<file path="src/rtl/handwrite_canvas_pkg.sv">
// Shared constants, state encoding and helpers for the handwriting canvas.
package handwrite_pkg;

  localparam int GRID      = 30;
  localparam int FRAC      = 3;
  localparam int NCELL     = GRID * GRID;
  localparam int POS_MAX   = GRID * (1 << FRAC) - 1;
  localparam int HOME_CELL = 15;
  localparam logic [7:0] POS_HOME = 8'(HOME_CELL << FRAC);

  typedef enum logic {IDLE, WALK} state_t;

  // Bit position of a cell inside the flattened bitmap.
  function automatic logic [9:0] cell_index(input logic [4:0] row, input logic [4:0] col);
    return 10'(int'(row) * GRID + int'(col));
  endfunction

  // Saturate a signed intermediate position onto the canvas range.
  function automatic logic [7:0] clamp_pos(input logic signed [9:0] v);
    if (int'(v) < 0)
      return 8'd0;
    else if (int'(v) > POS_MAX)
      return 8'(POS_MAX);
    else
      return v[7:0];
  endfunction

endpackage

</file>
<file path="src/rtl/handwrite_canvas_if.sv">
// Mouse-packet inputs and canvas/cursor outputs of the handwriting canvas.
interface handwrite_canvas_if;
  import handwrite_pkg::*;

  logic             i_valid;
  logic [8:0]       i_dx;
  logic [8:0]       i_dy;
  logic             i_lmb;
  logic             i_rmb;
  logic             i_clear;
  logic [NCELL-1:0] o_canvas;
  logic [4:0]       o_cur_col;
  logic [4:0]       o_cur_row;
  logic             o_busy;
  logic             o_overrun;

  // Packet source side (mouse decoder / bench).
  modport master (
    output i_valid, i_dx, i_dy, i_lmb, i_rmb, i_clear,
    input  o_canvas, o_cur_col, o_cur_row, o_busy, o_overrun
  );

  // Canvas side.
  modport slave (
    input  i_valid, i_dx, i_dy, i_lmb, i_rmb, i_clear,
    output o_canvas, o_cur_col, o_cur_row, o_busy, o_overrun
  );

endinterface

</file>
<file path="src/rtl/handwrite_canvas.sv">
// Integrates mouse deltas into a clamped cursor and draws pen strokes into a
// 30x30 bitmap, one cell per cycle, with a one-deep packet buffer.
//
// state | meaning
// IDLE  | waiting for a packet; a buffered packet wins over a new one
// WALK  | stepping cur toward tgt, setting one bitmap cell per cycle
module handwrite_canvas
  import handwrite_pkg::*;
(
  input logic               i_clk,
  input logic               i_rst,
  handwrite_canvas_if.slave bus
);

  state_t           state;
  logic [7:0]       pos_x, pos_y;
  logic [4:0]       cur_col, cur_row, tgt_col, tgt_row;
  logic [NCELL-1:0] canvas;
  logic             pend_valid, pend_lmb;
  logic [8:0]       pend_dx, pend_dy;
  logic             prev_pen;
  logic             overrun;

  logic               clr, acc, src_lmb;
  logic [8:0]         src_dx, src_dy;
  logic signed [9:0]  sum_x, sum_y;
  logic [7:0]         new_x, new_y;
  logic [4:0]         new_col, new_row, old_col, old_row;

  // Pick the packet to accept and compute its clamped destination.
  always_comb begin
    clr     = bus.i_clear | (bus.i_valid & bus.i_rmb);
    acc     = (state == IDLE) && (pend_valid || bus.i_valid) && !clr;
    src_dx  = pend_valid ? pend_dx  : bus.i_dx;
    src_dy  = pend_valid ? pend_dy  : bus.i_dy;
    src_lmb = pend_valid ? pend_lmb : bus.i_lmb;
    // Y delta is positive-up while rows grow downward, hence the subtraction.
    sum_x   = $signed({2'b00, pos_x}) + $signed({src_dx[8], src_dx});
    sum_y   = $signed({2'b00, pos_y}) - $signed({src_dy[8], src_dy});
    new_x   = clamp_pos(sum_x);
    new_y   = clamp_pos(sum_y);
    new_col = 5'(new_x >> FRAC);
    new_row = 5'(new_y >> FRAC);
    old_col = 5'(pos_x >> FRAC);
    old_row = 5'(pos_y >> FRAC);
  end

  // Cursor, packet buffer, stroke walker and bitmap; clear overrides everything.
  always_ff @(posedge i_clk or posedge i_rst) begin
    if (i_rst) begin
      state      <= IDLE;
      pos_x      <= POS_HOME;
      pos_y      <= POS_HOME;
      cur_col    <= '0;
      cur_row    <= '0;
      tgt_col    <= '0;
      tgt_row    <= '0;
      canvas     <= '0;
      pend_valid <= 1'b0;
      pend_lmb   <= 1'b0;
      pend_dx    <= '0;
      pend_dy    <= '0;
      prev_pen   <= 1'b0;
      overrun    <= 1'b0;
    end else if (clr) begin
      state      <= IDLE;
      pos_x      <= POS_HOME;
      pos_y      <= POS_HOME;
      canvas     <= '0;
      pend_valid <= 1'b0;
      prev_pen   <= 1'b0;
      overrun    <= 1'b0;
    end else begin
      case (state)
        IDLE: begin
          if (acc) begin
            pos_x <= new_x;
            pos_y <= new_y;
            if (src_lmb) begin
              tgt_col  <= new_col;
              tgt_row  <= new_row;
              // Pen just went down: draw a dot instead of joining to the old spot.
              cur_col  <= prev_pen ? old_col : new_col;
              cur_row  <= prev_pen ? old_row : new_row;
              prev_pen <= 1'b1;
              state    <= WALK;
            end else begin
              prev_pen <= 1'b0;
            end
          end
          // Buffered packet is consumed now, so a coincident one takes its slot.
          if (pend_valid) begin
            pend_valid <= bus.i_valid;
            if (bus.i_valid) begin
              pend_dx  <= bus.i_dx;
              pend_dy  <= bus.i_dy;
              pend_lmb <= bus.i_lmb;
            end
          end
        end
        WALK: begin
          canvas[cell_index(cur_row, cur_col)] <= 1'b1;
          if (cur_col == tgt_col && cur_row == tgt_row) begin
            state <= IDLE;
          end else begin
            cur_col <= (tgt_col > cur_col) ? cur_col + 5'd1 :
                       (tgt_col < cur_col) ? cur_col - 5'd1 : cur_col;
            cur_row <= (tgt_row > cur_row) ? cur_row + 5'd1 :
                       (tgt_row < cur_row) ? cur_row - 5'd1 : cur_row;
          end
          if (bus.i_valid) begin
            if (pend_valid) begin
              overrun <= 1'b1;
            end else begin
              pend_valid <= 1'b1;
              pend_dx    <= bus.i_dx;
              pend_dy    <= bus.i_dy;
              pend_lmb   <= bus.i_lmb;
            end
          end
        end
        default: state <= IDLE;
      endcase
    end
  end

  assign bus.o_canvas  = canvas;
  assign bus.o_cur_col = 5'(pos_x >> FRAC);
  assign bus.o_cur_row = 5'(pos_y >> FRAC);
  assign bus.o_busy    = (state == WALK);
  assign bus.o_overrun = overrun;

endmodule
</file>
<file path="src/flat_wrapper.sv">
// flat-port wrapper written by rule: the top's interface ports become plain ports
module handwrite_canvas_flat import handwrite_pkg::*;
  (i_clk, i_rst, bus_i_valid, bus_i_dx, bus_i_dy, bus_i_lmb, bus_i_rmb, bus_i_clear, bus_o_canvas, bus_o_cur_col, bus_o_cur_row, bus_o_busy, bus_o_overrun);
  handwrite_canvas_if bus_i ();
  input logic i_clk;
  input logic i_rst;
  input wire logic [$bits(bus_i.i_valid)-1:0] bus_i_valid;
  input wire logic [$bits(bus_i.i_dx)-1:0] bus_i_dx;
  input wire logic [$bits(bus_i.i_dy)-1:0] bus_i_dy;
  input wire logic [$bits(bus_i.i_lmb)-1:0] bus_i_lmb;
  input wire logic [$bits(bus_i.i_rmb)-1:0] bus_i_rmb;
  input wire logic [$bits(bus_i.i_clear)-1:0] bus_i_clear;
  output wire logic [$bits(bus_i.o_canvas)-1:0] bus_o_canvas;
  output wire logic [$bits(bus_i.o_cur_col)-1:0] bus_o_cur_col;
  output wire logic [$bits(bus_i.o_cur_row)-1:0] bus_o_cur_row;
  output wire logic [$bits(bus_i.o_busy)-1:0] bus_o_busy;
  output wire logic [$bits(bus_i.o_overrun)-1:0] bus_o_overrun;
  assign bus_i.i_valid = bus_i_valid;
  assign bus_i.i_dx = bus_i_dx;
  assign bus_i.i_dy = bus_i_dy;
  assign bus_i.i_lmb = bus_i_lmb;
  assign bus_i.i_rmb = bus_i_rmb;
  assign bus_i.i_clear = bus_i_clear;
  assign bus_o_canvas = bus_i.o_canvas;
  assign bus_o_cur_col = bus_i.o_cur_col;
  assign bus_o_cur_row = bus_i.o_cur_row;
  assign bus_o_busy = bus_i.o_busy;
  assign bus_o_overrun = bus_i.o_overrun;
  handwrite_canvas u_core (.i_clk(i_clk), .i_rst(i_rst), .bus(bus_i));
endmodule
</file>
<file path="config.mk">
export PLATFORM = sky130hd
export DESIGN_NAME = handwrite_canvas_flat
export DESIGN_NICKNAME = d
export VERILOG_FILES = /design/src/rtl/handwrite_canvas_pkg.sv /design/src/rtl/handwrite_canvas_if.sv /design/src/rtl/handwrite_canvas.sv /design/src/flat_wrapper.sv
export SDC_FILE = /design/constraint.sdc
export NUM_CORES = 2
export LEC_CHECK = 0
export CORE_AREA = 4 4 362 364
export DETAILED_ROUTE_END_ITERATION = 6
export DIE_AREA = 0 0 366 368
export GPL_ROUTABILITY_DRIVEN = 0
export PLACE_DENSITY = 0.61
export SETUP_SLACK_MARGIN = 0.05
export SLEW_MARGIN = 20
export SYNTH_ARGS = -nofsm -noshare
export SYNTH_HDL_FRONTEND = slang
export SYNTH_SLANG_ARGS = --single-unit
</file>
<file path="constraint.sdc">
create_clock -name i_clk -period 35 [get_ports i_clk]
set_input_delay 10.5 -clock i_clk [delete_from_list [all_inputs] [get_ports i_clk]]
set_output_delay 10.5 -clock i_clk [all_outputs]
set_load 0.02 [all_outputs]
</file>
==> results_dict.tcl <==
set metrics [dict create \
    outcome "finished clean" \
    ioPinCount 936 \
    post_drt_wl_per_cell_um 26.00 \
    yosys.area.top_type "dfrtp_1" \
    max_clock_freq_mhz 69.03 \
    critPathKind "input pin to async pin" \
    grt_pass1_vias 31090 \
    ys_top_cells_by_area "dfrtp_1 63%, a32o_1 10%, nand2_1 6.5%" \
    slew_headroom 0.2541 \
    slowest_delay_ps 850 \
    finalCritPeriodShare 0.4139 \
    h-tree-depth 3 \
    synth_nets 3384 \
    clock-sinks 959 \
    fp.dieW_um 366 \
    worstSkewPairLatency_ps 730 \
    die_h_um 368 \
    hold_viol 0 \
    slowest_stage "buf_4" \
    antenna_found_initial 4 \
    final_cells 5881 \
    nets 4216 \
    rsz0062_at_grt "no" \
    crit_path_cell_trace "clkdlybuf4s50_1, clkinvlp_4, buf_12, buf_4, buf_12, buf_4, buf_4" \
    fin_util 0.4109 \
    drcViolationCount 0 \
    synth_ff_type "dfrtp_1" \
    grt_overflow 0 \
    cts_made_buffers 103 \
    path_common_cell "buf_4" \
    synth_top_area_share 0.6310 \
    start_util 0.2962 \
    synth-edff-count 0 \
    period_needed_ps 14490 \
    die_area_um2 134700 \
    vias 30870 \
    place_inst 5687 \
    setup_tns_ps 0 \
    ys_seq_elements 959 \
    grt_usage 0.2192 \
    syn2layout_area_growth_pct 38.74 \
    setup_violations 0 \
    rows 131 \
    netlist_instances 3300 \
    via_per_inst 5.248 \
    worstPathRequired_ps 35700 \
    dp_hpwl_mm 103.9 \
    end_kind "async pin" \
    grt_pass1_wl_mm 221.8 \
    crit_family "buffers and inverters" \
    tightest_slew_ps 1119 \
    drtAntennaViolNets 0 \
    slew_violations 0 \
    portBuffers 935 \
    path_clk_slew_ps 60 \
    drt_wl_total_mm 152.9 \
    synth_warnings 0 \
    yosys-top-cells-count "951 x dfrtp_1, 649 x nand2_1, 386 x o21ai_0, 384 x a32o_1, 211 x clkbuf_1" \
    post-synth-top-count-cell "dfrtp_1" \
    path_max_fanout 174 \
    hp-class "flip-flop to flip-flop" \
    cts.path.max_buffers 3 \
    drive_gt1_frac 0.07349 \
    ys_seq_area_frac 0.6365 \
    crit_arrival_ps 15190 \
    cts_resized 0 \
    syn-cell-area_um2 37720 \
    clock_skew_ps 28.29 \
    grt_max_degree 210 \
    syn_avg_cell_area_um2 11.43 \
    critical_path.startpoint_type "input pin" \
    cts-hold-fix-buffers 0 \
    async_flop_share 1.000 \
    cts_tree "done" \
    drt_first_pass_iters 5 \
    clock-root-buffer "clkbuf_16" \
    fill_cells 12220 \
    ys_types 69 \
    cp_num_buf_inv 7 \
    post-cts-setup-buffers 0 \
    dr.first_iter.drc_count 3009 \
    coreArea_um2 127400 \
    maxCapViolCount 0 \
]
[path summary, 6_finish.rpt]
kind / from / to / slack (ps) / cells past startpoint
min in group asynchronous: i_rst / u_core.bus.o_canvas[145] / 10400 / 3
setup / recovery: i_rst / u_core.bus.o_canvas[468] / 20510 / 7
setup reg to reg: u_core.cur_row[1] / u_core.bus.o_canvas[386] / 28800 / 14
hold reg to reg: u_core.bus.o_canvas[557] / u_core.bus.o_canvas[557] / 480 / 2
max in group i_clk: bus_i_valid / u_core.bus.o_canvas[150] / 20740 / 8
hold / removal: u_core.bus.o_canvas[557] / u_core.bus.o_canvas[557] / 480 / 2
[worst min-delay path, cell delays in order (launching register included)]
cell	delay, ps
dfrtp_1	340
nand2_1	40
o21ai_0	60
[area by class of cell]
cell class | instances | area (µm²) | share of cell area
sequential | 959 | 24010 | 0.4588
clock inverter | 38 | 504.2 | 0.009636
clock buffer | 153 | 3035 | 0.05801
multi-input combinational | 2041 | 12670 | 0.2422
tap | 1662 | 2079 | 0.03974
timing repair buffer | 993 | 9896 | 0.1891
inverter | 34 | 131.4 | 0.002511
antenna | 1 | 2.502 | 0.00004782
[placed cells by master (no fill, tap or decap), drive strengths merged, types with 13 or more instances in the layout]
cell / Yosys / final
clkdlybuf4s50: 0 / 935
inv: 34 / 41
buf: 55 / 58
clkbuf: 211 / 153
o21ai: 568 / 568
nor2b: 14 / 14
nand2: 653 / 653
ha: 48 / 48
mux2: 29 / 29
nor2: 108 / 108
a21oi: 36 / 36
clkinv: 0 / 18
nor3: 14 / 14
xnor2: 18 / 18
dfrtp: 951 / 951
mux2i: 13 / 13
a32o: 384 / 384
xor2: 14 / 14
[per-layer routing]
layer  track usage  up-vias  routed length, µm
li1              -    13580                  -
met1        0.2654    15970              60710
met2        0.3633     1079              73350
met3       0.06945      238              12400
met4       0.08874        0               6451
met5             0        -                  0
[logic make-up (layout without fill, tap and decap cells)]
logic type | after synthesis | after routing | share of synthesized area
AOI/OAI and AO/OA | 1069 | 1069 | 0.2000
xor gates and xnor gates | 32 | 32 | 0.007630
adders and majority gates | 60 | 60 | 0.02229
buffers and inverters | 300 | 1218 | 0.03264
DFF | 959 | 959 | 0.6365
muxes | 42 | 42 | 0.01211
other | 0 | 1 | 0
and+or+nand+nor | 838 | 838 | 0.08884
[registers in the layout (all words and copies together) (netlist names), 5 cells and up]
name,flops
u_core.bus.o_canvas,900
u_core.cur_col,5
u_core.cur_row,5
u_core.pend_dx,9
u_core.pend_dy,9
u_core.pos_x,8
u_core.pos_y,8
u_core.tgt_col,5
u_core.tgt_row,5
[through the flow]
stage	setup WS [ps]	area (µm²)	hold slack, ps
floorplan	11300	37720	449.8
global placement	19720	48690	461.6
detailed placement	19700	48700	468.9
CTS	20480	52240	482.3
global route	19930	52330	494.5
finish	20510	52330	475.1
Power is left out: the tool's default activity adds up to more than one toggle a clock period on the data nets, which glitch-free logic cannot reach.
